[config.mk]
export PLATFORM = sky130hd
export DESIGN_NAME = apb_regfile_slave
export DESIGN_NICKNAME = d
export VERILOG_FILES = /design/src/rtl/apb_pkg.sv /design/src/rtl/apb_regfile.sv /design/src/rtl/apb_regfile_slave.sv
export SDC_FILE = /design/constraint.sdc
export NUM_CORES = 2
export LEC_CHECK = 0
export CORE_MARGIN = 2
export CORE_UTILIZATION = 52
export DETAILED_ROUTE_END_ITERATION = 8
export GPL_TIMING_DRIVEN = 0
export PLACE_DENSITY = 0.71
export SLEW_MARGIN = 20
export SYNTH_ARGS = -nofsm -noshare
export SYNTH_HDL_FRONTEND = slang
export SYNTH_HIERARCHICAL = 1
export SYNTH_SLANG_ARGS = --single-unit
[constraint.sdc]
create_clock -name clk -period 2.6 [get_ports clk]
set_clock_uncertainty 0.1 [all_clocks]
set_input_delay 0.52 -clock clk [delete_from_list [all_inputs] [get_ports clk]]
set_output_delay 0.52 -clock clk [all_outputs]
set_load 0.005 [all_outputs]
[src/rtl/apb_pkg.sv]
// Shared APB widths and the completer FSM state type.
package apb_pkg;

    localparam int APB_AW = 32;
    localparam int APB_DW = 32;
    localparam int APB_SW = 4;

    typedef enum logic [1:0] {
        IDLE,
        SETUP,
        ACCESS
    } apb_state_e;

endpackage

[src/rtl/apb_regfile.sv]
// DEPTH x 32-bit register array: byte-lane writes, asynchronous read, synchronous clear.
module apb_regfile
    import apb_pkg::*;
#(
    parameter  int DEPTH = 64,
    localparam int IW    = $clog2(DEPTH)
) (
    input  logic              clk,
    input  logic              clr,
    input  logic              we,
    input  logic [IW-1:0]     widx,
    input  logic [APB_SW-1:0] wstrb,
    input  logic [APB_DW-1:0] wdata,
    input  logic [IW-1:0]     ridx,
    output logic [APB_DW-1:0] rdata
);

    logic [APB_DW-1:0] mem [DEPTH];

    always_ff @(posedge clk) begin
        if (clr) begin
            for (int i = 0; i < DEPTH; i++) begin
                mem[i] <= '0;
            end
        end else if (we) begin
            for (int b = 0; b < APB_SW; b++) begin
                if (wstrb[b]) begin
                    mem[widx][8*b +: 8] <= wdata[8*b +: 8];
                end
            end
        end
    end

    assign rdata = mem[ridx];

endmodule

[src/rtl/apb_regfile_slave.sv]
// APB4 completer fronting a word-addressed register file, with programmable
// wait states and slverr on misaligned, out-of-range or unprivileged accesses.
module apb_regfile_slave
    import apb_pkg::*;
#(
    parameter int DEPTH       = 64,
    parameter int WAIT_STATES = 0,
    parameter int PROT_CHECK  = 1
) (
    input  logic              clk,
    input  logic              nrst,
    input  logic [APB_AW-1:0] paddr,
    input  logic [2:0]        prot,
    input  logic              pwrite,
    input  logic              psel,
    input  logic              penable,
    input  logic [APB_DW-1:0] pwdata,
    input  logic [APB_SW-1:0] pstrb,
    output logic              pready,
    output logic              slverr,
    output logic [APB_DW-1:0] prdata
);

    localparam int                IW    = $clog2(DEPTH);
    localparam logic [3:0]        WS    = 4'(WAIT_STATES);
    localparam logic [APB_AW-1:0] LIMIT = APB_AW'(4 * DEPTH);

    apb_state_e        state;
    logic [3:0]        cnt;
    logic [IW-1:0]     idx_q;
    logic              pwrite_q;
    logic              err_q;
    logic [APB_DW-1:0] pwdata_q;
    logic [APB_SW-1:0] pstrb_q;

    logic              setup_err;
    logic              active;
    logic              done;
    logic              commit;
    logic [APB_DW-1:0] rd_word;
    logic              unused_prot;

    // The error verdict is taken from the setup-phase bus values, so later
    // address/control wiggles during ACCESS cannot change it.
    assign setup_err = (paddr[1:0] != 2'b00) || (paddr >= LIMIT) ||
                       ((PROT_CHECK != 0) && !prot[0]);
    assign unused_prot = ^prot[2:1];

    // SETUP is the first access cycle after the setup phase was latched; ACCESS covers the wait cycles.
    assign active = (state != IDLE) && psel && penable;
    assign done   = active && (cnt == WS);
    assign commit = done && pwrite_q && !err_q;

    assign pready = done;
    assign slverr = done && err_q;
    assign prdata = (done && !pwrite_q && !err_q) ? rd_word : '0;

    always_ff @(posedge clk) begin
        if (nrst) begin
            state    <= IDLE;
            cnt      <= '0;
            idx_q    <= '0;
            pwrite_q <= 1'b0;
            err_q    <= 1'b0;
            pwdata_q <= '0;
            pstrb_q  <= '0;
        end else begin
            case (state)
                IDLE: begin
                    cnt <= '0;
                    if (psel && !penable) begin
                        state    <= SETUP;
                        idx_q    <= paddr[IW+1:2];
                        pwrite_q <= pwrite;
                        err_q    <= setup_err;
                        pwdata_q <= pwdata;
                        pstrb_q  <= pstrb;
                    end
                end
                SETUP, ACCESS: begin
                    if (!active || done) begin
                        state <= IDLE;
                        cnt   <= '0;
                    end else begin
                        state <= ACCESS;
                        cnt   <= cnt + 4'd1;
                    end
                end
                default: begin
                    state <= IDLE;
                    cnt   <= '0;
                end
            endcase
        end
    end

    apb_regfile #(
        .DEPTH(DEPTH)
    ) u_regfile (
        .clk  (clk),
        .clr  (nrst),
        .we   (commit),
        .widx (idx_q),
        .wstrb(pstrb_q),
        .wdata(pwdata_q),
        .ridx (idx_q),
        .rdata(rd_word)
    );

endmodule

==> impl_metrics.csv <==
group,metric,value,unit
run_status,run_status,"complete, but fails checks",
run_status,violations,"setup timing",
placed_design,io_buffer_count,107,
placed_design,dpl.hpwl,244,mm
global_routing,grt_pass1_wl,471,mm
synth,synth_most_common_cell,"and2_1",
critical_path,crit_arrival,3.72,ns
critical_path,critPathCaptureType,"primary output",
synth,synth_top_area_share,64.1,%
sta,rsz0062_at_grt,"yes",
global_routing,antenna_found_initial,15,
route,drtIter0Drc,11887,
sta,whs,0.0784,ns
synth,synth_enable_flop_cells,2048,
synth,avgSynthCellArea,15.0,um^2
die,starting_density,52.4,%
clock_network,cts_hold_repair.buffers,0,
die,die_width,434,um
clock_network,cts-root-buf,"clkbuf_16",
clock_network,cts_made_buffers,215,
sta,postLayoutSetupSlackWorst,-1.74,ns
global_routing,grt.overflow.total,0,
synth,synth.distinct_cells,54,
route,drt_pre_antenna_iters,7,
final_layout,layout.core_utilization,62.7,%
clock_network,htree_num_levels,4,
sta,finalSetupViolCount,4126,
critical_path,critical_path.max_stage_delay,0.53,ns
critical_path,crit_type,"reg2out",
sta,maxSlewViolCount,0,
route,routed_wire_length_per_instance,36.5,um
clock_network,clock_tree.buffer_depth,3,
job,drv_cap,0,
clock_network,cts_sinks,2098,
route,routed-via-count,63541,
sta,max_slew_margin,12.2,%
final_layout,syn_to_final_growth,19.6,%
global_routing,first_global_vias,60685,
sta,final.setup.tns,-3280.56,ns
synth,synth-seq-cells,2098,
final_layout,post_route_cells_drive_above_1_share,27.4,%
die,chipHeight,434,um
sta,finalCritPeriodShare,167,%
synth,synthesis.area,96000,um^2
route,avgViaCountPerCell,6.59,
synth,async_flop_share,0,%
route,drt.antenna.violating_nets,0,
synth,yosysWarnings,6,
route,drc_errors,0,
critical_path,startpoint_type_of_the_worst_setup_path,"flop",
clock_network,clk_pin_slew_worst_paths,0.06,ns
clock_network,clock_latency,0.88,ns
pwr,vdd_drop_max,0.000779,V
critical_path,path_cells,"buf_12, buf_16, buf_12, buf_16, buf_6, mux4_2, mux2i_4, a31oi_4, a32oi_4, a311oi_4, and2_4, buf_6",
die,io_pins,110,
synth,yosys-top-cells-area,"edfxtp_1, and2_1, mux4_2",
synth,synth_top_cell_by_area,"edfxtp_1",
clock_network,cts_tree,"built",
global_routing,pin_count_of_the_biggest_net_entering_global_routing,17,
synth,total_nets_after_synthesis,6478,
synth,yosys_most_used_dff,"edfxtp_1",
sta,period_needed,4.34,ns
die,die_area,188000,um^2
final_layout,nNetsFinal,7048,
pwr,pwr_density_cell,661,nW/um^2
critical_path,critical_path_required,1.98,ns
sta,final-hold-violation-count,0,
critical_path,cp_max_fo,7,
global_routing,globalRouteTotalUtil,37.2,%
die,number_of_rows_created_at_floorplan,157,
route,route.final.wire_length,352,mm
pwr,p_leak,40.5,nW
die,floorplan.core_area,183000,um^2
placed_design,finalWeightedCongestion,1.03,
placed_design,preCtsSetupSlack,-3.00,ns
min_path,hp-class,"in2reg",
synth,synth_sequential_area_ratio,65.1,%
critical_path,cp_slowest_cell,"mux4_2",
synth,netlist_instances,6398,
sta,worst-slew-pin-transition,1.32,ns
synth,netlist_top_cells_count,"and2_1, edfxtp_1, mux4_2",
sta,fmaxAchievable,230,MHz
-- flip-flops by register name (all words and copies together), names as in the netlist --
signal,flops
state,2
pstrb_q,4
cnt,4
pwrite_q,1
pwdata_q,32
u_regfile/mem,2048
idx_q,6
err_q,1
-- critical path, delay by kind of cell, from the launching register on --
kind	cells	cell delay (ns)
buffers and inverters	6	0.87
DFF	1	0.35
AOI/OAI and AO/OA	3	0.65
muxes	2	0.80
and+or+nand+nor	1	0.19
-- final cells by class --
type                    count  area [um^2]
fillers                 12938        68400
flip-flops and latches   2098        62500
multi-input cells        3812        33900
clock buffers             254         5600
repair buffers            366         4330
plain buffers             470         4000
well taps                2464         3080
clock inverters           146         1350
diodes                     27         67.6
inverters                   5         18.8
-- what timing repair did --
action | CTS | global route
pin swaps | 92 | 85
buffers inserted | 159 | 84
gates resized for setup | 1032 | 258
endpoints found under the setup margin | 4130 | 4130
cloned | 11 | 2
-- power breakdown --
part | internal (mW) | total [mW] | switching (mW)
Clock | 17.1 | 30.6 | 13.5
Combinational | 2.51 | 6.83 | 4.32
Sequential | 38.1 | 38.4 | 0.356
-- through the flow --
| stage | cells | instance area (um^2) | power, mW |
|---|---|---|---|
| after floorplan | 6398 | 96000 | 41.7 |
| after global placement | 8969 | 100000 | 44.2 |
| after detailed placement | 8981 | 101000 | 44.4 |
| after CTS | 9544 | 113000 | 75.3 |
| after global routing | 9622 | 115000 | 77.2 |
| final | 9642 | 115000 | 75.9 |
-- cells by family after synthesis --
family | after synthesis | share of synthesized area (%)
AOI/OAI and AO/OA | 363 | 2.47
xor gates and xnor gates | 2 | 0.0182
adders and majority gates | 4 | 0.0521
buffers and inverters | 488 | 2.19
DFF | 2098 | 65.1
muxes | 545 | 12.4
and+or+nand+nor | 2898 | 17.8
-- layer usage --
layer,global-route usage (%),wire length (um),vias to the layer above
met5,0.494,204,-
li1,-,-,24740
met1,46.6,115000,31916
met4,25.9,31900,8
met2,52.2,147000,5610
met3,15.5,58000,1267
-- path summary, 6_finish.rpt --
| check | cells past startpoint | startpoint | slack (ns) | end |
|---|---|---|---|---|
| setup / recovery | 12 | idx_q[0] | -1.74 | prdata[25] |
| hold / removal | 3 | pwdata[16] | 0.08 | pwdata_q[16] |
| setup reg to reg | 6 | idx_q[1] | -1.50 | u_regfile/mem[19][10] |
| hold reg to reg | 1 | cnt[0] | 0.33 | cnt[0] |
-- layout by cell type (no fill, tap or decap), types with 89 or more instances in the layout --
master	n
nor2_1	217
or2_2	246
mux4_2	511
buf_6	89
edfxtp_1	2048
nand2_1	164
and2_1	2050
clkbuf_16	221
buf_4	144
clkbuf_1	275
Power figures use the tool's default switching activity.
